## config.mk

```make
export PLATFORM = sky130hd
export DESIGN_NAME = id_ex_shift_stage_flat
export DESIGN_NICKNAME = d
export VERILOG_FILES = /design/src/rtl/id_ex_shift_if.sv /design/src/rtl/id_ex_shift_stage.sv /design/src/flat_wrapper.sv
export SDC_FILE = /design/constraint.sdc
export NUM_CORES = 1
export LEC_CHECK = 0
export BUFFER_PORTS_ARGS = -buffer_cell sky130_fd_sc_hd__buf_2
export CAP_MARGIN = 5
export CORE_ASPECT_RATIO = 0.75
export CORE_UTILIZATION = 42
export DETAILED_ROUTE_END_ITERATION = 8
export PLACE_DENSITY = 0.83
export RECOVER_POWER = 25
export SKIP_LAST_GASP = 1
export SYNTH_ARGS = -nofsm -noshare
export SYNTH_HDL_FRONTEND = slang
export SYNTH_SLANG_ARGS = --single-unit
```

## constraint.sdc

```tcl
create_clock -name clk -period 2.6 [get_ports clk]
set_clock_uncertainty 0.2 [all_clocks]
set_input_delay 0.26 -clock clk [delete_from_list [all_inputs] [get_ports clk]]
set_output_delay 0.26 -clock clk [all_outputs]
set_load 0.005 [all_outputs]
```

## src/rtl/id_ex_shift_if.sv

```systemverilog
// ID/EX shift-stage bus: ID operands, EX/MEM forwarding taps, and the registered EX controls.
// master drives the ID/MEM side; slave is the pipeline register itself.
interface id_ex_shift_if;
    logic        id_valid;
    logic [15:0] id_instr;
    logic [15:0] id_rs_data;
    logic        flush;
    logic [15:0] ex_result;
    logic        mem_wr_en;
    logic [3:0]  mem_rd;
    logic [15:0] mem_result;

    logic        id_stall;
    logic        ex_valid;
    logic [15:0] ex_src0;
    logic [3:0]  ex_shamt;
    logic        ex_srl;
    logic        ex_sra;
    logic        ex_ls;
    logic [3:0]  ex_rd;
    logic        ex_wr_en;
    logic        ex_is_load;

    modport master (
        output id_valid, id_instr, id_rs_data, flush, ex_result,
               mem_wr_en, mem_rd, mem_result,
        input  id_stall, ex_valid, ex_src0, ex_shamt, ex_srl, ex_sra,
               ex_ls, ex_rd, ex_wr_en, ex_is_load
    );

    modport slave (
        input  id_valid, id_instr, id_rs_data, flush, ex_result,
               mem_wr_en, mem_rd, mem_result,
        output id_stall, ex_valid, ex_src0, ex_shamt, ex_srl, ex_sra,
               ex_ls, ex_rd, ex_wr_en, ex_is_load
    );
endinterface

```

## src/rtl/id_ex_shift_stage.sv

```systemverilog
// ID/EX pipeline register for the shift datapath: decode, src0 forwarding,
// load-use stall, and registered controls for the combinational EX shifter.
module id_ex_shift_stage #(
    parameter logic [3:0] OP_SLL = 4'b0100,
    parameter logic [3:0] OP_SRL = 4'b0101,
    parameter logic [3:0] OP_SRA = 4'b0110,
    parameter logic [3:0] OP_LW  = 4'b1000
) (
    input  logic           clk,
    input  logic           rst,
    id_ex_shift_if.slave   bus
);

    logic [3:0]  w_opcode;
    logic [3:0]  w_rd;
    logic [3:0]  w_rs;
    logic [3:0]  w_imm;

    logic        w_dec_srl;
    logic        w_dec_sra;
    logic        w_dec_ls;
    logic        w_dec_wr_en;
    logic        w_dec_is_load;
    logic        w_dec_rs_used;
    logic [3:0]  w_dec_shamt;

    logic [15:0] w_src0;
    logic        w_hazard;
    logic        w_bubble;

    logic        r_ex_valid;
    logic [15:0] r_ex_src0;
    logic [3:0]  r_ex_shamt;
    logic        r_ex_srl;
    logic        r_ex_sra;
    logic        r_ex_ls;
    logic [3:0]  r_ex_rd;
    logic        r_ex_wr_en;
    logic        r_ex_is_load;

    assign w_opcode = bus.id_instr[15:12];
    assign w_rd     = bus.id_instr[11:8];
    assign w_rs     = bus.id_instr[7:4];
    assign w_imm    = bus.id_instr[3:0];

    always_comb begin
        w_dec_srl     = 1'b0;
        w_dec_sra     = 1'b0;
        w_dec_ls      = 1'b0;
        w_dec_wr_en   = 1'b0;
        w_dec_is_load = 1'b0;
        w_dec_rs_used = 1'b0;
        w_dec_shamt   = 4'd0;
        case (w_opcode)
            OP_SLL: begin
                w_dec_ls      = 1'b1;
                w_dec_wr_en   = 1'b1;
                w_dec_rs_used = 1'b1;
                w_dec_shamt   = w_imm;
            end
            OP_SRL: begin
                w_dec_srl     = 1'b1;
                w_dec_wr_en   = 1'b1;
                w_dec_rs_used = 1'b1;
                w_dec_shamt   = w_imm;
            end
            OP_SRA: begin
                w_dec_sra     = 1'b1;
                w_dec_wr_en   = 1'b1;
                w_dec_rs_used = 1'b1;
                w_dec_shamt   = w_imm;
            end
            OP_LW: begin
                w_dec_is_load = 1'b1;
                w_dec_wr_en   = 1'b1;
                w_dec_rs_used = 1'b1;
            end
            default: ;
        endcase
        // r0 is hardwired to zero, so nothing ever writes it
        if (w_rd == 4'd0)
            w_dec_wr_en = 1'b0;
    end

    // Load data is not ready while the load sits in EX, so ex_result is skipped for loads.
    always_comb begin
        if (w_rs == 4'd0)
            w_src0 = 16'd0;
        else if (r_ex_valid && r_ex_wr_en && !r_ex_is_load && (r_ex_rd == w_rs))
            w_src0 = bus.ex_result;
        else if (bus.mem_wr_en && (bus.mem_rd == w_rs))
            w_src0 = bus.mem_result;
        else
            w_src0 = bus.id_rs_data;
    end

    assign w_hazard = bus.id_valid && w_dec_rs_used && (w_rs != 4'd0) &&
                      r_ex_valid && r_ex_is_load && (r_ex_rd == w_rs);

    assign w_bubble = bus.flush || w_hazard || !bus.id_valid;

    always_ff @(posedge clk or posedge rst) begin
        if (rst) begin
            r_ex_valid   <= 1'b0;
            r_ex_src0    <= 16'd0;
            r_ex_shamt   <= 4'd0;
            r_ex_srl     <= 1'b0;
            r_ex_sra     <= 1'b0;
            r_ex_ls      <= 1'b0;
            r_ex_rd      <= 4'd0;
            r_ex_wr_en   <= 1'b0;
            r_ex_is_load <= 1'b0;
        end else if (w_bubble) begin
            r_ex_valid   <= 1'b0;
            r_ex_src0    <= 16'd0;
            r_ex_shamt   <= 4'd0;
            r_ex_srl     <= 1'b0;
            r_ex_sra     <= 1'b0;
            r_ex_ls      <= 1'b0;
            r_ex_rd      <= 4'd0;
            r_ex_wr_en   <= 1'b0;
            r_ex_is_load <= 1'b0;
        end else begin
            r_ex_valid   <= 1'b1;
            r_ex_src0    <= w_src0;
            r_ex_shamt   <= w_dec_shamt;
            r_ex_srl     <= w_dec_srl;
            r_ex_sra     <= w_dec_sra;
            r_ex_ls      <= w_dec_ls;
            r_ex_rd      <= w_rd;
            r_ex_wr_en   <= w_dec_wr_en;
            r_ex_is_load <= w_dec_is_load;
        end
    end

    assign bus.id_stall   = w_hazard;
    assign bus.ex_valid   = r_ex_valid;
    assign bus.ex_src0    = r_ex_src0;
    assign bus.ex_shamt   = r_ex_shamt;
    assign bus.ex_srl     = r_ex_srl;
    assign bus.ex_sra     = r_ex_sra;
    assign bus.ex_ls      = r_ex_ls;
    assign bus.ex_rd      = r_ex_rd;
    assign bus.ex_wr_en   = r_ex_wr_en;
    assign bus.ex_is_load = r_ex_is_load;

endmodule

```

## src/flat_wrapper.sv

```systemverilog
// flat-port wrapper written by rule: the top's interface ports become plain ports
module id_ex_shift_stage_flat 
#(
    parameter logic [3:0] OP_SLL = 4'b0100,
    parameter logic [3:0] OP_SRL = 4'b0101,
    parameter logic [3:0] OP_SRA = 4'b0110,
    parameter logic [3:0] OP_LW  = 4'b1000
)
  (clk, rst, bus_id_valid, bus_id_instr, bus_id_rs_data, bus_flush, bus_ex_result, bus_mem_wr_en, bus_mem_rd, bus_mem_result, bus_id_stall, bus_ex_valid, bus_ex_src0, bus_ex_shamt, bus_ex_srl, bus_ex_sra, bus_ex_ls, bus_ex_rd, bus_ex_wr_en, bus_ex_is_load);
  id_ex_shift_if bus_i ();
  input  logic clk;
  input  logic rst;
  input wire logic [$bits(bus_i.id_valid)-1:0] bus_id_valid;
  input wire logic [$bits(bus_i.id_instr)-1:0] bus_id_instr;
  input wire logic [$bits(bus_i.id_rs_data)-1:0] bus_id_rs_data;
  input wire logic [$bits(bus_i.flush)-1:0] bus_flush;
  input wire logic [$bits(bus_i.ex_result)-1:0] bus_ex_result;
  input wire logic [$bits(bus_i.mem_wr_en)-1:0] bus_mem_wr_en;
  input wire logic [$bits(bus_i.mem_rd)-1:0] bus_mem_rd;
  input wire logic [$bits(bus_i.mem_result)-1:0] bus_mem_result;
  output wire logic [$bits(bus_i.id_stall)-1:0] bus_id_stall;
  output wire logic [$bits(bus_i.ex_valid)-1:0] bus_ex_valid;
  output wire logic [$bits(bus_i.ex_src0)-1:0] bus_ex_src0;
  output wire logic [$bits(bus_i.ex_shamt)-1:0] bus_ex_shamt;
  output wire logic [$bits(bus_i.ex_srl)-1:0] bus_ex_srl;
  output wire logic [$bits(bus_i.ex_sra)-1:0] bus_ex_sra;
  output wire logic [$bits(bus_i.ex_ls)-1:0] bus_ex_ls;
  output wire logic [$bits(bus_i.ex_rd)-1:0] bus_ex_rd;
  output wire logic [$bits(bus_i.ex_wr_en)-1:0] bus_ex_wr_en;
  output wire logic [$bits(bus_i.ex_is_load)-1:0] bus_ex_is_load;
  assign bus_i.id_valid = bus_id_valid;
  assign bus_i.id_instr = bus_id_instr;
  assign bus_i.id_rs_data = bus_id_rs_data;
  assign bus_i.flush = bus_flush;
  assign bus_i.ex_result = bus_ex_result;
  assign bus_i.mem_wr_en = bus_mem_wr_en;
  assign bus_i.mem_rd = bus_mem_rd;
  assign bus_i.mem_result = bus_mem_result;
  assign bus_id_stall = bus_i.id_stall;
  assign bus_ex_valid = bus_i.ex_valid;
  assign bus_ex_src0 = bus_i.ex_src0;
  assign bus_ex_shamt = bus_i.ex_shamt;
  assign bus_ex_srl = bus_i.ex_srl;
  assign bus_ex_sra = bus_i.ex_sra;
  assign bus_ex_ls = bus_i.ex_ls;
  assign bus_ex_rd = bus_i.ex_rd;
  assign bus_ex_wr_en = bus_i.ex_wr_en;
  assign bus_ex_is_load = bus_i.ex_is_load;
  id_ex_shift_stage #(.OP_SLL(OP_SLL), .OP_SRL(OP_SRL), .OP_SRA(OP_SRA), .OP_LW(OP_LW)) u_core (.clk(clk), .rst(rst), .bus(bus_i));
endmodule
```

==> results of run 1 <==
[placed cells by master, fill, tap and decap left out, types with 2 or more instances in the layout]
cell,Yosys,routed
xnor2_1,4,4
o211a_1,16,16
clkbuf_8,0,5
dfrtp_1,30,30
nor3b_1,7,7
mux2_2,6,6
inv_1,3,3
and2_1,5,5
mux2_4,10,10
clkinv_2,0,2
nor2b_1,3,3
or3_1,16,16
dlygate4sd3_1,0,4
nand2_1,2,2
buf_4,0,6
nor4_1,3,3
nand2b_1,2,2
buf_2,1,103
[cell usage after synthesis, drive strengths merged, types with 3 or more instances]
| cell | count | area share (%) |
|---|---|---|
| or3 | 16 | 6.3 |
| clkbuf | 3 | 0.71 |
| xnor2 | 4 | 2.2 |
| buf | 3 | 2.3 |
| inv | 4 | 0.95 |
| dfrtp | 30 | 48 |
| nor3b | 8 | 4.1 |
| and2 | 5 | 2.0 |
| o211a | 16 | 10 |
| mux2 | 16 | 14 |
| nor4 | 3 | 1.2 |
| nor2b | 3 | 1.2 |
[cell type report]
| cell class | instances | area, um2 |
|---|---|---|
| clock buffer | 5 | 68.8 |
| clock inverter | 2 | 10.0 |
| fill | 291 | 1170 |
| inverter | 4 | 15.0 |
| multi-input combinational | 88 | 764 |
| sequential | 30 | 751 |
| tap | 50 | 62.6 |
| timing repair buffer | 114 | 606 |
[metrics by stage]
stage / total power [W] / hold slack [ps] / setup WS, ps
floorplan: 0.000575 / 130 / 456
global placement: 0.000659 / 150 / 280
detailed placement: 0.000663 / 156 / 240
CTS: 0.00100 / 6.61 / 238
global route: 0.00104 / 7.93 / 124
finish: 0.000991 / 13.9 / 245
[sequential cells by signal, indices dropped and copies added, names as in the netlist]
name	cells
u_core.bus.ex_is_load	1
u_core.bus.ex_src0	16
u_core.bus.ex_srl	1
u_core.bus.ex_ls	1
u_core.bus.ex_sra	1
u_core.bus.ex_wr_en	1
u_core.bus.ex_valid	1
u_core.bus.ex_rd	4
u_core.bus.ex_shamt	4
[cell families after synthesis]
kind of cell           count (synthesis)  share of synthesized area, %
AND/OR/NAND/NOR                       46                          19.2
flip-flops                            30                          47.6
AO/OA/AOI/OAI                         21                          12.7
multiplexers                          16                          13.8
buffers and inverters                 10                          3.96
XOR/XNOR                               5                          2.78
[routing by layer]
layer / up-vias / part of all wire [%]
li1: 706 / -
met1: 703 / 41
met2: 61 / 49
met3: 2 / 8.6
met4: 0 / 0.44
met5: - / 0
[timing repair]
action	CTS	global route
setup buffers	0	0
endpoints found under the hold margin	33	0
hold buffers	4	0
[worst min path at each step]
stage,start,endpoint,slack (ps),depth (start not counted)
floorplan,bus_id_instr[12],u_core.bus.ex_sra,130,1
global placement,rst,u_core.bus.ex_shamt[1],150,3
detailed placement,rst,u_core.bus.ex_rd[0],160,3
CTS,bus_id_instr[11],u_core.bus.ex_rd[3],7,2
global route,bus_id_instr[9],u_core.bus.ex_rd[1],8,2
finish,bus_id_instr[11],u_core.bus.ex_rd[3],10,2
[report_power, final]
group	total (W)	leakage, nW	switching, W	internal [W]
sequential	0.000488	0.407	0.00000580	0.000483
clock	0.000335	0.0438	0.000156	0.000179
combinational	0.000168	0.924	0.0000692	0.0000990
[worst register-to-register path, cell delays in order, from the launching register on]
cell	delay [ps]
dfrtp_1	400
xnor2_1	130
nand3_1	110
buf_4	180
nor4_1	80
nor3b_2	780
o211a_1	270
==> results.toml, run 1 <==
[run_status]
status = "finished, final reports clean"

[routing]
wl_per_cell_um = 13.1
viasPerCell = 5.02
num_vias = 1472
drtIter0Drc = 42
ant_nets = 0
dr.pass1.iters = 4
drt_wl_total_um = 3850
drc_errors = 0

[power_and_ir_drop]
p_leak_nw = 1.37
ir_worst_vdd_v = 0.000338
powerDensity_nw_per_um2 = 435

[clocking]
clk_path_buf_depth = 2
clk_pin_slew_worst_paths_ps = 60
cts-root-buf = "clkbuf_8"
cts.htree.levels = 2
numCtsBuffers = 5
numClockSinks = 30
cts_tree = "yes"
ctsResizeCount = 0
insertion_delay_ps = 270

[yosys]
synth_edf_count = 0
seq_area_frac_synth_pct = 47.6
ys_seq_elements = 30
ys.flop_type = "dfrtp_1"
syn_inst = 128
avgSynthCellArea_um2 = 12.3
yosys_warnings = 0
synthArstFlopShare_pct = 100
netlist_area_um2 = 1580
yosysUniqueCellTypes = 32
synth_fp_nets = 201

[placed_design]
hpwl_um = 3070
portBuffers = 103
routabilityCongestion = 0.774
place_inst = 282
place_area_um2 = 2160

[sta]
post-route-period-util_pct = 90.6
worst_pin_slew_ps = 960
max_freq_mhz = 425
slew_headroom_pct = 35.7
rsz0062_at_grt = "false"
finalSetupViolCount = 0
drv_slew = 0
finalHoldViolCount = 0
period_needed_ps = 2360
finalSetupTns_ps = 0

[critical_path]
worstPathMaxFanout = 3
cp_num_cells = 6
slowest_delay_ps = 680
cp.required_ps = 2140
reg2reg_depth = 6
reg2reg_from = "u_core.bus.ex_rd[0]"
worstPathArrival_ps = 1900
path_buf_inv = 2
path_class = "in -> out"
cp-end-kind = "output pin"
start_kind = "primary input"
endpoint = "bus_id_stall"
worstPathCellList = "buf_2 -> or4b_2 -> o21a_1 -> nor4_1 -> nor2b_1 -> buf_2"
reg2reg_to = "u_core.bus.ex_src0[13]"
cp_common_cell = "buf_2"
startpoint = "bus_id_instr[14]"
r2r_slack_ps = 400
crit_family = "simple AND/OR/NAND/NOR gates"
critPathSlowestCell = "or4b_2"

[finish]
final_util_pct = 66.1
area_growth_syn_to_layout_pct = 44.3
num_antenna_cells = 0
nNetsFinal = 316
final_area_um2 = 2280
fin_cells = 293
drive_gt1_share_pct = 56.0

[grt]
grt.busiest_layer = "met2"
grt_max_degree = 31
grt_use_met1_pct = 21.5
grt_pass1_vias = 1387
grt-ovfl-total = 0
grt_util_met2_pct = 36.4
use_met3_pct = 8.88
grt_usage_pct = 19.8
grt_pass1_wl_um = 5880
antenna_found_initial = 0

[run]
drv_cap = 0

[floorplanning]
rows = 18
dieArea_um2 = 4010
die_x_um = 72.8
ios = 104
fp.coreArea_um2 = 3450
dieHeight_um = 55.1
start_util_pct = 45.8

[hold_path]
holdCritPathClass = "in -> reg"
(Power assumes the default switching activity.)
==> run 2: changes to the inputs <==
- REMOVE_ABC_BUFFERS: default -> 1
==> run 2 against run 1 <==
The flow now finishes with violations (max-capacitance violations, max-slew violations). Combinational power hardly changed. Die area did not move. Via count is 1.9% lower. Core utilization down 0.15 points. Non-clock buffer count fell by 3. Sequential share of layout area up 0.073 points. Count of clock-buffer cells in the layout rose by 1. Critical path depth is 1 higher. Hold slack worse by 6.1 ps. Wire length grew 5.3%. Clock power increased by 15%. Critical path type is now in -> reg. Largest cell class unchanged.
==> results.toml, run 2 (synthesis gave the netlist of run 1 again) <==
[run_status]
status = "finished, violations left"
violations = "max-capacitance violations, max-slew violations"

[routing]
drtIter0Drc = 20
ant_nets = 0
drc_errors = 0
num_vias = 1444
dr.pass1.iters = 4
drt_wl_total_um = 4050
wl_per_cell_um = 13.9
viasPerCell = 4.96

[floorplanning]
die_x_um = 72.8
dieHeight_um = 55.1
ios = 104
fp.coreArea_um2 = 3450
rows = 18
start_util_pct = 45.8
dieArea_um2 = 4010

[sta]
drv_slew = 31
slew_headroom_pct = -5.95
finalHoldViolCount = 0
rsz0062_at_grt = "false"
finalSetupViolCount = 0
period_needed_ps = 2510
max_freq_mhz = 398
finalSetupTns_ps = 0
post-route-period-util_pct = 96.7
worst_pin_slew_ps = 1590

[power_and_ir_drop]
ir_worst_vdd_v = 0.000266
p_total_w = 0.00104
powerDensity_nw_per_um2 = 458
p_leak_nw = 1.37

[grt]
grt_max_degree = 31
grt-ovfl-total = 0
antenna_found_initial = 0
grt_usage_pct = 21.5
grt_pass1_vias = 1395
grt_pass1_wl_um = 6220

[finish]
drive_gt1_share_pct = 55.6
num_antenna_cells = 0
largest_reg_flops = 16
fillers = 299
fin_cells = 291
area_growth_syn_to_layout_pct = 44.0
final_common_cell = "buf_2"
nNetsFinal = 313
layout_common_cells = "103 x buf_2, 30 x dfrtp_1, 16 x or3_1, 16 x o211a_1, 10 x mux2_4"

[placed_design]
hpwl_um = 3070
place_inst = 279
routabilityCongestion = 0.720
portBuffers = 103

[clocking]
cts.htree.levels = 2
cts_tree = "yes"
insertion_delay_ps = 270
cts-root-buf = "clkbuf_8"
clk_pin_slew_worst_paths_ps = 60
clk_path_buf_depth = 2
postCtsSetupBuffers = 0
numClockSinks = 30
numCtsBuffers = 5

[critical_path]
reg2reg_to = "u_core.bus.ex_ls"
start_kind = "primary input"
cp-end-kind = "flip-flop"
cp.required_ps = 2560
worstPathMaxFanout = 8
worstPathArrival_ps = 2470
reg2reg_depth = 6
r2r_slack_ps = 290
path_class = "in -> reg"
reg2reg_from = "u_core.bus.ex_rd[1]"

[hold_path]
hp-start = "bus_id_instr[11]"
holdCritPathClass = "in -> reg"
hold_end = "u_core.bus.ex_rd[3]"
min_path_cells = 2

[run]
drv_cap = 1
==> run 2: changes by cell type in the layout (fill, tap and decap cells not counted), sizes merged <==
| cell | change |
|---|---|
| buf | -3 |
| clkinv | -1 |
| clkbuf | +1 |
| clkinvlp | +1 |
==> run 2: report_power, final <==
group	internal [W]	leakage, nW	total (W)	switching (W)
logic	0.0000963	0.911	0.000167	0.0000709
registers	0.000482	0.407	0.000488	0.00000595
clock network	0.000212	0.0472	0.000386	0.000173
total	0.000791	1.37	0.00104	0.000250
==> run 2: per-layer routing <==
metal / track usage, % / up-vias / routed length [um]
met2: 40.7 / 60 / 1960
met1: 23.5 / 681 / 1790
met5: 0 / - / 0
met3: 5.80 / 4 / 270
met4: 8.82 / 0 / 39
li1: - / 699 / -
==> run 2: layout make-up <==
type                       count  area, um2  area share [%]
multi-input combinational     88        767            33.8
clock buffer                   6       82.6            3.63
inverter                       4       15.0           0.661
sequential                    30        751            33.0
timing repair buffer         111        582            25.6
tap                           50       62.6            2.75
clock inverter                 2       12.5           0.551
==> run 2: stage by stage <==
stage | util (%) | cell area, um2 | setup WS (ps) | hold WS, ps
after global routing | 65.9 | 2270 | 22.6 | 4.54
after global placement | 62.1 | 2140 | 270 | 148
final | 65.9 | 2270 | 86.6 | 7.88
after floorplan | - | 1530 | 346 | 130
after CTS | 66.0 | 2270 | 15.2 | 2.13
after detailed placement | 62.1 | 2140 | 237 | 156
==> run 2: worst max path at each step <==
stage                     cells past startpoint             start  slack [ps]                      to
after global placement                        6  bus_id_instr[14]         270  u_core.bus.ex_src0[14]
after global routing                          4               rst          20  u_core.bus.ex_src0[15]
final                                         7  bus_id_instr[14]          90        u_core.bus.ex_ls
after CTS                                     7  bus_id_instr[14]          20        u_core.bus.ex_ls
after detailed placement                      6  bus_id_instr[14]         240       u_core.bus.ex_sra
after floorplan                               5   bus_id_instr[7]         350  u_core.bus.ex_src0[10]
==> run 2: timing repair <==
item                                    CTS  global route
hold endpoints to repair                 33             0
hold buffers                              4             0
gates resized for setup                   0             1
endpoints found under the setup margin    0             1
==> run 2: worst max-delay path, stage by stage <==
cell	delay, ps
buf_2	100
or4b_2	680
o21a_1	170
o41a_1	470
nand2b_2	190
nor3_1	60
dlygate4sd3_1	540
